### config.mk
export PLATFORM = sky130hd
export DESIGN_NAME = trigger_chain_cfg_sequencer
export DESIGN_NICKNAME = d
export VERILOG_FILES = /design/src/rtl/trigger_chain_cfg_sequencer.sv
export SDC_FILE = /design/constraint.sdc
export NUM_CORES = 1
export LEC_CHECK = 0
export ABC_AREA = 1
export ABC_CLOCK_PERIOD_IN_PS = 3800
export CORE_AREA = 5 5 344 262
export DETAILED_ROUTE_END_ITERATION = 16
export DIE_AREA = 0 0 349 267
export SETUP_SLACK_MARGIN = 0.4
export SLEW_MARGIN = 20
export SYNTH_ARGS = -nofsm -noshare
export SYNTH_HDL_FRONTEND = slang
export SYNTH_SLANG_ARGS = --single-unit
### constraint.sdc
create_clock -name wb_clk_i -period 3.8 [get_ports wb_clk_i]
set_input_delay 0.57 -clock wb_clk_i [delete_from_list [all_inputs] [get_ports wb_clk_i]]
set_output_delay 0.57 -clock wb_clk_i [all_outputs]
set_load 0.02 [all_outputs]
### src/rtl/trigger_chain_cfg_sequencer.sv
// trigger_chain_cfg_sequencer
// Wishbone master that replays queued configuration writes into the
// 8-channel trigger chain target space. Commands {bcast, adr, dat} are
// pushed into a FIFO, then start_i drains them as single write cycles.
// Broadcast commands expand into one write per channel (adr[10:8] = 0..7).
// Optional build macro: CFG_SEQ_READBACK_EN adds a read-back verify of
// every acked write (state VERIFY).
//
// state  | meaning
// -------+----------------------------------------------------------
// IDLE   | waiting for start_i
// LOAD   | pop FIFO head into holding register, pick first channel
// WRITE  | write cycle on the bus, waiting for ack/err/rty/timeout
// GAP    | one idle bus cycle before (re)issuing a cycle
// VERIFY | read-back of the just-acked write (readback build only)
// DONE   | one-cycle done pulse, then back to IDLE

module trigger_chain_cfg_sequencer #(
    parameter int FIFO_DEPTH     = 16,
    parameter int TIMEOUT_CYCLES = 255,
    parameter int MAX_RETRY      = 3
) (
    input  logic                          wb_clk_i,
    input  logic                          wb_rst_ni,
    input  logic                          cmd_valid_i,
    output logic                          cmd_ready_o,
    input  logic                          cmd_bcast_i,
    input  logic [21:0]                   cmd_adr_i,
    input  logic [31:0]                   cmd_dat_i,
    input  logic                          start_i,
    output logic                          busy_o,
    output logic                          done_o,
    output logic                          err_o,
    input  logic                          err_clr_i,
    output logic [7:0]                    err_cnt_o,
    output logic [$clog2(FIFO_DEPTH):0]   fifo_cnt_o,
    output logic                          wbm_cyc_o,
    output logic                          wbm_stb_o,
    output logic                          wbm_we_o,
    output logic [21:0]                   wbm_adr_o,
    output logic [31:0]                   wbm_dat_o,
    output logic [3:0]                    wbm_sel_o,
    input  logic [31:0]                   wbm_dat_i,
    input  logic                          wbm_ack_i,
    input  logic                          wbm_err_i,
    input  logic                          wbm_rty_i
);

    localparam int AW = $clog2(FIFO_DEPTH);
    localparam int CW = AW + 1;
    localparam int TW = $clog2(TIMEOUT_CYCLES + 1);
    localparam int RW = $clog2(MAX_RETRY + 2);
    localparam int EW = 1 + 22 + 32;

    typedef enum logic [2:0] {
        S_IDLE   = 3'd0,
        S_LOAD   = 3'd1,
        S_WRITE  = 3'd2,
        S_GAP    = 3'd3,
        S_DONE   = 3'd4
`ifdef CFG_SEQ_READBACK_EN
        ,S_VERIFY = 3'd5
`endif
    } state_t;

    state_t          state;

    logic [EW-1:0]   fifo_mem [FIFO_DEPTH];
    logic [AW-1:0]   wr_ptr;
    logic [AW-1:0]   rd_ptr;
    logic [CW-1:0]   count;
    logic [EW-1:0]   head;
    logic            push;
    logic            pop;

    logic            hold_bcast;
    logic [10:0]     hold_adr_hi;
    logic [7:0]      hold_adr_lo;
    logic [31:0]     hold_dat;
    logic [2:0]      ch;
    logic [TW-1:0]   tmo_cnt;
    logic [RW-1:0]   retry_cnt;
    logic            cyc_q;
    logic            busy_q;
    logic            done_q;
    logic            err_q;
    logic [7:0]      err_cnt_q;

    logic            in_bus;
    logic            rsp_err;
    logic            rsp_ack;
    logic            rsp_rty;
    logic            tmo_hit;
    logic            rty_fail;
    logic            xfer_fail;
    logic            xfer_ok;
    logic            more_ch;
    logic            fifo_avail;
    state_t          adv_state;

`ifdef CFG_SEQ_READBACK_EN
    logic            gap_rd;
    logic            rd_bad;
    logic            wr_acked;
`else
    logic            unused_rd;
    assign unused_rd = ^wbm_dat_i;
`endif

    assign cmd_ready_o = (count != CW'(FIFO_DEPTH));
    assign push        = cmd_valid_i & cmd_ready_o;
    assign pop         = (state == S_LOAD);
    assign head        = fifo_mem[rd_ptr];
    assign fifo_cnt_o  = count;

    assign busy_o      = busy_q;
    assign done_o      = done_q;
    assign err_o       = err_q;
    assign err_cnt_o   = err_cnt_q;
    assign wbm_cyc_o   = cyc_q;
    assign wbm_stb_o   = cyc_q;
    assign wbm_adr_o   = {hold_adr_hi, ch, hold_adr_lo};
    assign wbm_dat_o   = hold_dat;
    assign wbm_sel_o   = 4'hF;
`ifdef CFG_SEQ_READBACK_EN
    assign wbm_we_o    = cyc_q & ~gap_rd;
`else
    assign wbm_we_o    = cyc_q;
`endif

    // FIFO storage; no reset needed, validity is tracked by count
    always_ff @(posedge wb_clk_i) begin
        if (push) begin
            fifo_mem[wr_ptr] <= {cmd_bcast_i, cmd_adr_i, cmd_dat_i};
        end
    end

    // FIFO pointers and occupancy
    always_ff @(posedge wb_clk_i or negedge wb_rst_ni) begin
        if (!wb_rst_ni) begin
            wr_ptr <= '0;
            rd_ptr <= '0;
            count  <= '0;
        end else begin
            if (push) wr_ptr <= wr_ptr + AW'(1);
            if (pop)  rd_ptr <= rd_ptr + AW'(1);
            if (push && !pop)      count <= count + CW'(1);
            else if (pop && !push) count <= count - CW'(1);
        end
    end

    // Bus response decode: err beats ack beats rty; silence on an expired
    // timer is a failure, as is one rty too many
    always_comb begin
        in_bus   = (state == S_WRITE);
`ifdef CFG_SEQ_READBACK_EN
        in_bus   = in_bus | (state == S_VERIFY);
`endif
        rsp_err  = in_bus & wbm_err_i;
        rsp_ack  = in_bus & ~wbm_err_i & wbm_ack_i;
        rsp_rty  = in_bus & ~wbm_err_i & ~wbm_ack_i & wbm_rty_i;
        tmo_hit  = in_bus & ~wbm_err_i & ~wbm_ack_i & ~wbm_rty_i & (tmo_cnt == '0);
        rty_fail = rsp_rty & (retry_cnt == RW'(MAX_RETRY));
`ifdef CFG_SEQ_READBACK_EN
        rd_bad    = (state == S_VERIFY) & rsp_ack & (wbm_dat_i != hold_dat);
        wr_acked  = (state == S_WRITE) & rsp_ack;
        xfer_fail = rsp_err | tmo_hit | rty_fail | rd_bad;
        xfer_ok   = (state == S_VERIFY) & rsp_ack & ~rd_bad;
`else
        xfer_fail = rsp_err | tmo_hit | rty_fail;
        xfer_ok   = rsp_ack;
`endif
    end

    // Where to go once the current write has completed or failed
    always_comb begin
        more_ch    = hold_bcast & (ch != 3'd7);
        fifo_avail = (count != '0) | push;
        if (more_ch)         adv_state = S_GAP;
        else if (fifo_avail) adv_state = S_LOAD;
        else                 adv_state = S_DONE;
    end

    // Sequencer FSM with registered bus strobes and status
    always_ff @(posedge wb_clk_i or negedge wb_rst_ni) begin
        if (!wb_rst_ni) begin
            state       <= S_IDLE;
            hold_bcast  <= 1'b0;
            hold_adr_hi <= '0;
            hold_adr_lo <= '0;
            hold_dat    <= '0;
            ch          <= '0;
            tmo_cnt     <= '0;
            retry_cnt   <= '0;
            cyc_q       <= 1'b0;
            busy_q      <= 1'b0;
            done_q      <= 1'b0;
`ifdef CFG_SEQ_READBACK_EN
            gap_rd      <= 1'b0;
`endif
        end else begin
            case (state)
                S_IDLE: begin
                    if (start_i) begin
                        busy_q <= 1'b1;
                        if (count != '0) begin
                            state <= S_LOAD;
                        end else begin
                            done_q <= 1'b1;
                            state  <= S_DONE;
                        end
                    end
                end
                S_LOAD: begin
                    hold_bcast  <= head[54];
                    hold_adr_hi <= head[53:43];
                    hold_adr_lo <= head[39:32];
                    hold_dat    <= head[31:0];
                    ch          <= head[54] ? 3'd0 : head[42:40];
                    retry_cnt   <= '0;
                    tmo_cnt     <= TW'(TIMEOUT_CYCLES);
                    cyc_q       <= 1'b1;
`ifdef CFG_SEQ_READBACK_EN
                    gap_rd      <= 1'b0;
`endif
                    state       <= S_WRITE;
                end
`ifdef CFG_SEQ_READBACK_EN
                S_WRITE, S_VERIFY: begin
`else
                S_WRITE: begin
`endif
                    if (xfer_fail || xfer_ok) begin
                        cyc_q  <= 1'b0;
                        state  <= adv_state;
                        done_q <= (adv_state == S_DONE);
`ifdef CFG_SEQ_READBACK_EN
                        gap_rd <= 1'b0;
`endif
                        if (more_ch) begin
                            ch        <= ch + 3'd1;
                            retry_cnt <= '0;
                        end
`ifdef CFG_SEQ_READBACK_EN
                    end else if (wr_acked) begin
                        cyc_q     <= 1'b0;
                        retry_cnt <= '0;
                        gap_rd    <= 1'b1;
                        state     <= S_GAP;
`endif
                    end else if (rsp_rty) begin
                        cyc_q     <= 1'b0;
                        retry_cnt <= retry_cnt + RW'(1);
                        state     <= S_GAP;
                    end else begin
                        tmo_cnt <= tmo_cnt - TW'(1);
                    end
                end
                S_GAP: begin
                    tmo_cnt <= TW'(TIMEOUT_CYCLES);
                    cyc_q   <= 1'b1;
`ifdef CFG_SEQ_READBACK_EN
                    state   <= gap_rd ? S_VERIFY : S_WRITE;
`else
                    state   <= S_WRITE;
`endif
                end
                S_DONE: begin
                    done_q <= 1'b0;
                    busy_q <= 1'b0;
                    state  <= S_IDLE;
                end
                default: begin
                    cyc_q  <= 1'b0;
                    done_q <= 1'b0;
                    busy_q <= 1'b0;
                    state  <= S_IDLE;
                end
            endcase
        end
    end

    // Sticky error flag and saturating failure count; a new failure wins
    // over a coincident clear
    always_ff @(posedge wb_clk_i or negedge wb_rst_ni) begin
        if (!wb_rst_ni) begin
            err_q     <= 1'b0;
            err_cnt_q <= '0;
        end else if (xfer_fail) begin
            err_q <= 1'b1;
            if (err_clr_i)               err_cnt_q <= 8'd1;
            else if (err_cnt_q != 8'hFF) err_cnt_q <= err_cnt_q + 8'd1;
        end else if (err_clr_i) begin
            err_q     <= 1'b0;
            err_cnt_q <= '0;
        end
    end

endmodule

; After elaboration in Yosys (flattened, before gate mapping)
; Memory sizes are Yosys's and may differ from the RTL's.
; Cells that the tools add are included.
[word_totals]
reg_bits = 94
output_inout_bits = 78
mem_bits_rw = 880
n_memories = 1
[memory_table]
columns = memory, depth, word_bits, read_ports, rd_ports_with_merged_regs, wr, line_no
row1 = fifo_mem, 16, 55, 1, 0, 1, 68  ; logic [EW-1:0] fifo_mem [FIFO_DEPTH];
[classes]
bitwise = 19
eq_ne = 17
reduce_logical = 24
addsub = 8
mux = 37
[ops]
columns = op, n
row1 = $mux 8, 6
row2 = $mux 3, 12
row3 = $pmux 8 s2, 1
row4 = $pmux 3 s2, 2
row5 = $and 1x1->1, 10
row6 = $mux 1, 10
row7 = $mux 5, 2
row8 = $reduce_bool 2->1, 5
row9 = $eq 3x2->1 const B, 3
row10 = $pmux 3 s3, 1
row11 = $reduce_and 3->1, 3
row12 = $add 4x1->4 const B, 2
row13 = $add 8x1->8 const B, 1
row14 = $logic_not 8->1, 1
row15 = $ne 2x2->1 const B, 4
row16 = $ne 8x8->1 const B, 1
row17 = $reduce_and 2->1, 4
row18 = $sub 8x1->8 const B, 1
row19 = $add 3x1->3 const B, 2
row20 = $eq 3x3->1 const B, 2
row21 = $ne 3x3->1 const B, 2
row22 = $not 1->1, 6
row23 = $pmux 1 s3, 2
row24 = $add 5x1->5 const B, 1
row25 = 15 further kinds, 21

; Longest topological paths before layout
; Gate-level depths: netlist (run 1).
[logic_depth]
ltp_word = 10
depth_mapped = 16

; Worst setup path before layout (run 1)
; Ideal clock, no wire load.
[synth_timing]
path_kind = register to register
start = register count[0] (netlist: fifo_cnt_o[0])
end = memory fifo_mem[11][0] in the netlist's numbering (enable)
path_slack_ns = -0.191
t_required_ns = 3.332
t_arrival_ns = 3.523
stages_incl_launch_ff = 7
setup_time_ns = 0.468
path_cell_list = dfrtp_1 nor2_1 nand4_1 nand2_1 clkinv_1 nand2_1 nor2_1
[synth_between]
elab_chain_len = 4
[synth_rtl]
columns = item, line_no
row1 = from (decl), 71  ; logic [CW-1:0] count;
row2 = from (signal assigned), 147  ; if (push && !pop) count <= count + CW'(1);
row3 = from (signal assigned), 148  ; else if (pop && !push) count <= count - CW'(1);
row4 = $ne 5x5->1, 110  ; assign cmd_ready_o = (count != CW'(FIFO_DEPTH));
row5 = via cmd_ready_o, 26  ; output logic cmd_ready_o,
row6 = $and 1x1->1, 111  ; assign push = cmd_valid_i & cmd_ready_o;
row7 = via push, 73  ; logic push;
row8 = $mux 1, 133  ; if (push) begin
row9 = $mux 1 (not written as such), 134  ; fifo_mem[wr_ptr] <= {cmd_bcast_i, cmd_adr_i, cmd_dat_i};
row10 = to (decl), 68
; The timed path passes the listed nets, and every way through them passes these cells.

; Worst setup path in the final report (run 1)
[layout_timing]
start = register count[1] (netlist: fifo_cnt_o[1])
end = register count[4] (netlist: fifo_cnt_o[4])
[layout_between]
elab_chain_len = 5
elab_cells_between_ends = 10
cone_classes = add/sub (2) / eq/ne (1) / mux (2) / bitwise (1) / reduce/logical (4)
[layout_rtl]
columns = item, line_no
row1 = $ne 5x5->1 *, 110
row2 = $and 1x1->1 *, 111
row3 = via push, 73
row4 = $logic_not 1->1, 148
row5 = $logic_and 1x1->1, 148
row6 = $reduce_bool 2->1 (no line), n/a
; Mark *: on every way through the listed nets, which the timed path passes. The rest lies on a longest branch. The select of a mux whose other input is x is not followed.
; A chain may end at the register's enable or synchronous reset.

==> results of run 1 <==
[cell type report]
class                   instances  share of cell area [%]
diodes                          2                  0.0112
clock buffers                 126                    5.97
clock inverters                50                    1.20
inverters                      58                   0.523
multi-input cells            1746                    19.5
flip-flops and latches        974                    64.7
well taps                    1152                    3.24
repair buffers                193                    4.83
[logic make-up after synthesis]
logic type | after synthesis | share of synthesized area (%)
simple gates | 1012 | 10.4
compound gates | 701 | 10.9
fa+ha+maj | 17 | 0.572
buf+inv | 259 | 3.04
flops | 974 | 74.7
other cells | 1 | 0.00974
xor+xnor | 12 | 0.273
[cell usage after synthesis (all sizes together)]
cell type    n
dfrtp       94
edfxtp     880
nor3         2
buf        100
xor2        11
nand3      129
conb         1
clkinv       1
o211ai       5
nand4       12
o22ai       36
fa           1
o21ai      471
a31oi        1
a21oi       16
nand3b       2
o211a        1
o31ai        2
clkbuf     101
or2          1
a21boi       1
ha          16
nor2       491
o221ai     166
a21o         2
nand2      375
xnor2        1
inv         57
[state kept, by name, indices dropped and copies added (netlist names), 3 cells and up]
name         flops
rd_ptr           4
state            3
fifo_mem       880
ch               3
retry_cnt        3
wbm_dat_o       32
tmo_cnt          8
hold_adr_hi     11
err_cnt_o        8
fifo_cnt_o       5
hold_adr_lo      8
wr_ptr           4
[worst max-delay path: cells and delay by family, from the launching register on]
| family | cells | cell delay, ps |
|---|---|---|
| flip-flops | 1 | 450 |
| adder cells (fa/ha/maj) | 2 | 630 |
| buffers and inverters | 2 | 410 |
| AO/OA/AOI/OAI | 1 | 190 |
| AND/OR/NAND/NOR | 8 | 860 |
| XOR/XNOR | 1 | 130 |
[power by group through the flow]
stage | clock, mW | sequential, mW | combinational [mW]
floorplan | 0 | 14.1 | 6.86
global placement | 0 | 13.9 | 10.9
detailed placement | 0 | 14.0 | 11.2
CTS | 9.76 | 13.7 | 11.3
global route | 10.2 | 13.9 | 12.3
finish | 9.59 | 13.7 | 11.2
[layer usage]
metal | GRT usage, % | routed length, um | vias up
met5 | 0 | 54 | -
met4 | 5.62 | 2360 | 6
met3 | 2.88 | 6090 | 175
met2 | 35.0 | 47700 | 864
met1 | 29.4 | 42900 | 12500
li1 | - | - | 11100
[how the worst max path moves through the flow]
| stage | end | startpoint | slack [ps] |
|---|---|---|---|
| global placement | fifo_cnt_o[4] | cmd_valid_i | 840 |
| finish | fifo_cnt_o[4] | fifo_cnt_o[1] | 1020 |
| CTS | fifo_cnt_o[4] | fifo_cnt_o[1] | 1050 |
| detailed placement | fifo_cnt_o[4] | cmd_valid_i | 870 |
| global route | fifo_cnt_o[4] | fifo_cnt_o[0] | 770 |
| floorplan | fifo_mem[11][0] | fifo_cnt_o[0] | -190 |
==> flow_summary.json, run 1 <==
{
  "die_h_um": 267,
  "synthesis.area_um2": 38500,
  "finalHoldViolations": 0,
  "p_sw_mw": 12.4,
  "via_per_inst": 5.73,
  "setup_slack_ps": 1020,
  "worst_hold_path_type": "flip-flop to flip-flop",
  "drtAntennaViolNets": 0,
  "seq_area_um2": 28800,
  "post_cts_buffers": 0,
  "combPwrFrac_pct": 32.4,
  "worst_pin_slew_ps": 1100,
  "track_usage_pct": 21.0,
  "relSlewSlack_pct": 26.9,
  "htree_levels": 3,
  "cap_violations": 0,
  "layout_common_cells": "edfxtp_1 (880), nor2_1 (474), o21ai_0 (447)",
  "gp_congestion": 0.756,
  "cts_tree": "built",
  "ios": 173,
  "postLayoutCellArea_um2": 44500,
  "maxSlewViolCount": 0,
  "path_clk_slew_ps": 60,
  "avgRoutedWirePerCell_um": 23.1,
  "yosys.area.top_type": "edfxtp_1",
  "clk_latency_ps": 650,
  "final.setup.tns_ps": 0,
  "cp_cell_sequence": "nor2_1 > nand4_1 > nand2_1 > clkinv_1 > ha_1 > inv_1 > ha_1 > a21oi_1 > nor2_1 > nor2_1 > nand2_1 > nand2_1 > nor2_1 > xor2_1",
  "cts_root_buffer": "clkbuf_16",
  "fmax_mhz": 360,
  "dp_hpwl_um": 49900,
  "fin_cells": 4301,
  "num_vias": 24600,
  "p_int_mw": 22.1,
  "core_region_area_um2": 86600,
  "crit_slowest_cell": "dfrtp_1",
  "synth-seq-area-share_pct": 74.7,
  "crit_top_cell": "nor2_1",
  "preCtsSetupSlack_ps": 867,
  "multi_input_area_um2": 8700,
  "cts_hold_buf": 1,
  "grt_max_degree": 217,
  "p_sw_share_pct": 35.8,
  "synth.top_cell.area_share_pct": 68.6,
  "finalClockSkew_ps": 20.3,
  "nets": 3181,
  "start_util_pct": 44.5,
  "grt_first_pass_wirelength_um": 150000,
  "cp.required_ps": 4330,
  "hold_slack_ps": 478,
  "crit_fanout": 8,
  "layout_min_cycle_time_ps": 2780,
  "drc": 0,
  "placed_area_um2": 41300,
  "power_frac_seq_pct": 39.8,
  "hold_path.startpoint": "wbm_dat_o[22]",
  "die_x_um": 349,
  "min_to": "wbm_dat_o[22]",
  "cp.arrival_ps": 3310,
  "numCtsBuffers": 96,
  "power.total_mw": 34.5,
  "die-area_um2": 93200,
  "reg2reg_from": "fifo_cnt_o[1]",
  "drive_gt1_share_pct": 7.59,
  "postSynthCellCount": 2976,
  "worstSetupPathType": "flip-flop to flip-flop",
  "syn_to_final_growth_pct": 15.6,
  "p_leak_nw": 15.2,
  "rsz0062_at_grt": "false",
  "p_per_area_nw_per_um2": 775,
  "drt_iter0_drc": 2242,
  "globalRouteOverflowTotal": 0,
  "ys_ff_latch": 974,
  "fin_util_pct": 51.4,
  "worst_setup_path_end_kind": "flip-flop",
  "r2r-end": "fifo_cnt_o[4]",
  "ir_drop_v": 0.000598,
  "antenna_found_initial": 4,
  "final_common_cell": "edfxtp_1",
  "setup_violations": 0,
  "synth.area.top_cells": "edfxtp_1 (69%), dfrtp_1 (6.1%), o21ai_0 (5.8%)",
  "synth.distinct_cells": 37,
  "hold_depth": 2,
  "cts_resized": 0,
  "r2r_slack_ps": 1020,
  "startpoint_type": "flip-flop",
  "status": "finished clean",
  "grt_pass1_vias": 24900,
  "nFillCells": 7259,
  "cts_max_path_buffers": 3,
  "yosys_warnings": 0,
  "drtPass1Iterations": 6,
  "power_frac_clock_pct": 27.8,
  "numPortBuffers": 136,
  "r2r_cells": 14,
  "num_rows": 94,
  "drt-total-wl_um": 99100,
  "critPathMaxStageDelay_ps": 450,
  "dp.cells": 4122,
  "period_share_pct": 73.1,
  "cts_num_sinks": 974,
  "syn_avg_cell_area_um2": 12.9
}
(Power assumes the default switching activity.)
==> run 2, diff against run 1 <==
--- a/config.mk
+++ b/config.mk
@@ -6,7 +6,7 @@
 export NUM_CORES = 1
 export LEC_CHECK = 0
 export ABC_AREA = 1
-export ABC_CLOCK_PERIOD_IN_PS = 3800
+export ABC_CLOCK_PERIOD_IN_PS = 2740
 export CORE_AREA = 5 5 344 262
 export DETAILED_ROUTE_END_ITERATION = 16
 export DIE_AREA = 0 0 349 267
==> constraint.sdc (replaced) <==
create_clock -name wb_clk_i -period 2.74 [get_ports wb_clk_i]
set_input_delay 0.411 -clock wb_clk_i [delete_from_list [all_inputs] [get_ports wb_clk_i]]
set_output_delay 0.411 -clock wb_clk_i [all_outputs]
set_load 0.02 [all_outputs]
==> run 2 against run 1 <==
  * Wire length decreased by 0.93%
  * Final cell count increased by 0.51%
  * Flip-flop and latch count unchanged
  * Sequential power increased by 39%
  * Sequential share of layout area decreased by 0.47 points
  * Design area increased by 0.74%
  * Fmax increased by 25%
  * Global-route usage decreased by 0.16 points
==> flow_summary.json, run 2 (synthesized netlist as in run 1, its figures left out) <==
{
  "ios": 173,
  "drive_gt1_share_pct": 8.28,
  "grt_max_degree": 148,
  "fin_cells": 4323,
  "largest_register_ffs": 880,
  "worst_setup_path_end_kind": "flip-flop",
  "worst_hold_path_type": "input port to asynchronous set/reset pin",
  "drt_iter0_drc": 2086,
  "num_vias": 24600,
  "startpoint_type": "flip-flop",
  "ir_drop_v": 0.000817,
  "fmax_mhz": 450,
  "drc": 0,
  "htree_levels": 3,
  "avgRoutedWirePerCell_um": 22.7,
  "cp.arrival_ps": 2800,
  "cp.required_ps": 3320,
  "worst_pin_slew_ps": 950,
  "p_per_area_nw_per_um2": 1070,
  "dp.cells": 4137,
  "nets": 3196,
  "die_x_um": 349,
  "gp_congestion": 0.781,
  "finalHoldViolations": 0,
  "final.setup.tns_ps": 0,
  "drtAntennaViolNets": 0,
  "core_region_area_um2": 86600,
  "cap_violations": 0,
  "maxSlewViolCount": 0,
  "grt_first_pass_wirelength_um": 149000,
  "start_util_pct": 44.5,
  "grt_pass1_vias": 24700,
  "p_leak_nw": 15.3,
  "antenna_found_initial": 9,
  "num_rows": 94,
  "r2r_cells": 7,
  "cts_root_buffer": "clkbuf_16",
  "layout_common_cells": "edfxtp_1 (880), nor2_1 (472), o21ai_0 (447)",
  "via_per_inst": 5.68,
  "cp_cell_sequence": "buf_16 > o21ai_0 > o22ai_1 > o21ai_0 > o21ai_1 > nand2_1 > nand2_1",
  "cts_num_sinks": 974,
  "die_h_um": 267,
  "numCtsBuffers": 95,
  "path_clk_slew_ps": 60,
  "drtPass1Iterations": 5,
  "cts_max_path_buffers": 3,
  "dp_hpwl_um": 48800,
  "critPathMaxStageDelay_ps": 700,
  "rsz0062_at_grt": "true",
  "crit_fanout": 145,
  "crit_slowest_cell": "dfrtp_4",
  "worstSetupPathType": "flip-flop to flip-flop",
  "status": "finished clean",
  "final_common_cell": "edfxtp_1",
  "globalRouteOverflowTotal": 0,
  "track_usage_pct": 20.9,
  "drt-total-wl_um": 98200,
  "regMostFlops": "fifo_mem",
  "finalClockSkew_ps": 25.4,
  "syn_to_final_growth_pct": 16.4,
  "clk_latency_ps": 660,
  "numPortBuffers": 136,
  "relSlewSlack_pct": 36.7,
  "period_share_pct": 81.0,
  "die-area_um2": 93200,
  "setup_violations": 0,
  "cts_tree": "built",
  "layout_min_cycle_time_ps": 2220
}
==> run 2: cell count changes in the layout (fill, tap and decap cells not counted), moves of 4 or more <==
cell | previous run | this run
clkbuf_1 | 19 | 34
buf_12 | 29 | 43
clkinv_1 | 12 | 6
nand2_1 | 373 | 368
dfrtp_1 | 90 | 86
dfrtp_2 | 1 | 5
diode_2 | 2 | 6
nand2_4 | 0 | 4
==> run 2: worst paths after layout <==
| check | slack (ps) | start | end |
|---|---|---|---|
| min in group wb_clk_i | 440 | err_clr_i | err_cnt_o[6] |
| min | 330 | wb_rst_ni | wbm_dat_o[26] |
| max | 520 | rd_ptr[0] | hold_adr_hi[0] |
| max reg2reg | 520 | rd_ptr[0] | hold_adr_hi[0] |
| max in group asynchronous | 1680 | wb_rst_ni | wbm_dat_o[3] |
| min reg2reg | 480 | err_o | err_o |
==> run 2: timing repair <==
| item | CTS | global route |
|---|---|---|
| pin swaps | 0 | 2 |
| setup buffers | 0 | 1 |
| endpoints found under the hold margin | 39 | 0 |
| endpoints found under the setup margin | 1 | 17 |
| gates resized for setup | 1 | 6 |
| hold buffers | 1 | 0 |
==> run 2: area by class of cell <==
cell class              count  area [um^2]
flip-flops and latches    974        28800
inverters                  58          251
multi-input cells        1746         8760
diodes                      6         15.0
clock buffers             139         2680
fillers                  7199        41700
repair buffers            209         2490
well taps                1152         1440
clock inverters            39          417
==> run 2: layer usage <==
metal	part of all wire [%]	vias to the layer above	global-route usage [%]
met5	0.048	-	0
met4	2.4	8	6.53
met3	6.2	174	3.66
met2	48	820	34.7
met1	43	12400	28.3
li1	-	11200	-
==> run 2: power by group <==
| part | internal, mW | leakage, nW | total [mW] | switching, mW |
|---|---|---|---|---|
| clock network | 7.54 | 1.51 | 12.9 | 5.40 |
| registers | 18.2 | 9.11 | 19.0 | 0.842 |
| logic | 5.20 | 4.67 | 16.1 | 10.9 |
| total | 30.9 | 15.3 | 48.1 | 17.2 |
==> run 2: through the flow <==
step / total power, mW / setup slack (ps) / area [um^2] / hold slack (ps) / utilization (%)
global route: 50.8 / 361 / 44800 / 363 / 51.8
CTS: 48.4 / 480 / 44800 / 325 / 51.7
global placement: 34.9 / 166 / 41700 / 464 / 48.2
floorplan: 29.2 / 350 / 38700 / 115 / -
detailed placement: 35.4 / 224 / 41700 / 470 / 48.2
finish: 48.1 / 520 / 44800 / 326 / 51.8
==> run 2: critical path, delay by kind of cell, from the launching register on <==
family / cells / cell delay (ps)
AOI/OAI and AO/OA: 4 / 680
DFF: 1 / 700
and+or+nand+nor: 2 / 210
buffers and inverters: 1 / 500
==> RTL edit: new RTL, settings of run 2 <==
The option `CFG_SEQ_READBACK_EN` is turned on by a define.
--- a/src/rtl/trigger_chain_cfg_sequencer.sv
+++ b/src/rtl/trigger_chain_cfg_sequencer.sv
@@ -15,4 +15,6 @@
 // VERIFY | read-back of the just-acked write (readback build only)
 // DONE   | one-cycle done pulse, then back to IDLE
+
+`define CFG_SEQ_READBACK_EN
 
 module trigger_chain_cfg_sequencer #(
Check against the original RTL: same outputs for any inputs over 4 cycles, from zero or initial values and one cycle with wb_rst_ni low; that may be too few to reach the edited logic, so the function may still have changed.
==> RTL edit against run 2 <==
  * Maximum frequency shrank 2.9%
  * Worst setup slack worse by 0.067 ns
  * Clock power decreased by 3%
  * Power rose by 2.4%
  * Routed wire length increased by 8.3%
  * Cell area rose by 2.6%
  * Critical path depth shrank 4
  * Sequential cell count up 1
  * Global-route usage is 1.6 points higher
  * First-iteration DRC count increased by 28%
  * Worst hold slack worse by 0.079 ns
  * Synthesized area grew 2.2%
  * Critical path type is now flip-flop to primary output
  * Critical endpoint is now cmd_ready_o
  * Highest routed layer unchanged
==> RTL edit: results (changes against run 2) <==
status: "finished, final reports clean"
synthTopCellsByArea: "edfxtp_1, o21ai_0, dfrtp_1"
ys_types: 41  # +11%
synth_common_cells: "edfxtp_1, nor2_1, o21ai_0, nand2_1, o221ai_1"
grt_pass1_vias: 25390  # +3.0%
place_congestion: 0.827  # +5.9%
cp_max_fo: 3  # -98%
drtIter0Drc: 2670  # +28%
skew_ns: 0.0204  # -0.00506 ns
r2r_cells: 14  # +7
max-vdd-ir-drop_v: 0.000894  # +9.5%
wire_per_inst_um: 23.5  # +3.2%
reg2reg_slack_ns: 0.46  # -0.06 ns
via_per_inst: 5.74  # +1.1%
hp-class: "primary input to async pin"
synth-seq-area-share: 0.732  # -0.0151
drive_above_1_share: 0.0808  # -0.00196
largest_reg_flops: 880  # unchanged
fillCellCount: 7196  # -0.042%
synth_edf_count: 880  # unchanged
p_leak_nw: 15.7  # +3.0%
post-dp-hpwl_um: 57600  # +18%
max_flop_register: "fifo_mem"
htreeDepth: 3  # unchanged
r2r-end: "fifo_cnt_o[4]"
io_buffers: 168  # +24%
nets: 3413  # +6.8%
crit-reg2reg-launch: "fifo_cnt_o[2]"
cts_buffer_depth: 3  # unchanged
grt_max_degree: 135  # -8.8%
yosys_warnings: 0  # unchanged
async_flop_share: 0.0974  # +0.000927
fin_hold_ws_ns: 0.248  # -0.0786 ns
cts.clk_slew.worst_paths_ns: 0.06  # about the same
grt_pass1_wl_um: 159000  # +6.5%
grt_usage: 0.225  # +0.0162
slew_headroom: 0.504  # +0.138
cts_buffers: 95  # unchanged
critPathArrivalTime_ns: 1.88  # -0.92 ns
cts-root-buf: "clkbuf_16"
==> RTL edit: cell count changes after synthesis, sizes merged, moves of 18 or more <==
cell / run 2 / this run
buf: 100 / 80
clkbuf: 101 / 120
inv: 57 / 128
nand2: 375 / 318
nor2: 491 / 568
o21ai: 471 / 542
o221ai: 166 / 148
o22ai: 36 / 56
==> RTL edit: kinds of logic after synthesis <==
logic type,share of synthesized area
compound gates,0.117
flops,0.732
simple gates,0.104
xor+xnor,0.00579
other cells,0.0000953
fa+ha+maj,0.00560
buf+inv,0.0349
==> RTL edit: power by group <==
part | leakage (nW) | total, mW | internal (mW) | switching [mW]
sequential | 9.10 | 19.1 | 18.2 | 0.843
combinational | 5.21 | 17.6 | 5.60 | 12.0
clock | 1.43 | 12.5 | 7.05 | 5.47
==> RTL edit: worst max-delay path by stage <==
stage / cells past startpoint / slack (ns) / start / end
global placement: 10 / 0.08 / wbm_dat_i[8] / err_cnt_o[7]
global route: 14 / 0.35 / fifo_cnt_o[2] / fifo_cnt_o[4]
finish: 3 / 0.45 / fifo_cnt_o[2] / cmd_ready_o
floorplan: 14 / 0.36 / fifo_cnt_o[2] / fifo_cnt_o[4]
CTS: 9 / 0.41 / rd_ptr[0] / hold_adr_lo[3]
detailed placement: 15 / 0.06 / wbm_dat_i[5] / err_cnt_o[5]
==> RTL edit: metrics by stage <==
stage          setup slack [ns]  cells  utilization  power [mW]  instance area, um2
2_1_floorplan             0.358   3156            -        29.9               39500
3_3_place_gp             0.0794   4346        0.495        36.3               42900
3_5_place_dp             0.0609   4346        0.495        36.7               42900
4_1_cts                   0.408   4525        0.530        49.3               45900
5_1_grt                   0.349   4531        0.531        52.0               46000
6_report                  0.453   4534        0.531        49.2               46000
==> RTL edit: final cells by class <==
class	count	share of cell area
Clock buffer	134	0.0560
Multi-Input combinational cell	1851	0.204
Tap cell	1152	0.0313
Timing Repair Buffer	248	0.0623
Sequential cell	975	0.627
Inverter	130	0.0115
Antenna cell	4	0.000218
Clock inverter	40	0.00857
==> RTL edit: per-layer routing <==
metal | global-route usage | share of wire | vias to the layer above
li1 | - | - | 11768
met1 | 0.320 | 0.43 | 13021
met2 | 0.351 | 0.46 | 1046
met3 | 0.0529 | 0.084 | 198
met4 | 0.0622 | 0.027 | 10
met5 | 0 | 0.00065 | -
==> RTL edit: critical path, cell delays in order (launching register included) <==
cell and delay (ns):
dfrtp_2 0.43, nor4_4 0.33, nand2_2 0.11, dlygate4sd2_1 0.35
==> RTL edit: what timing repair did <==
action	4_1_cts	5_1_grt
buffers inserted	4	5
endpoints found under the setup margin	4	29
hold buffers	1	0
pin swaps	1	6
endpoints found under the hold margin	21	0
resized for setup	5	14
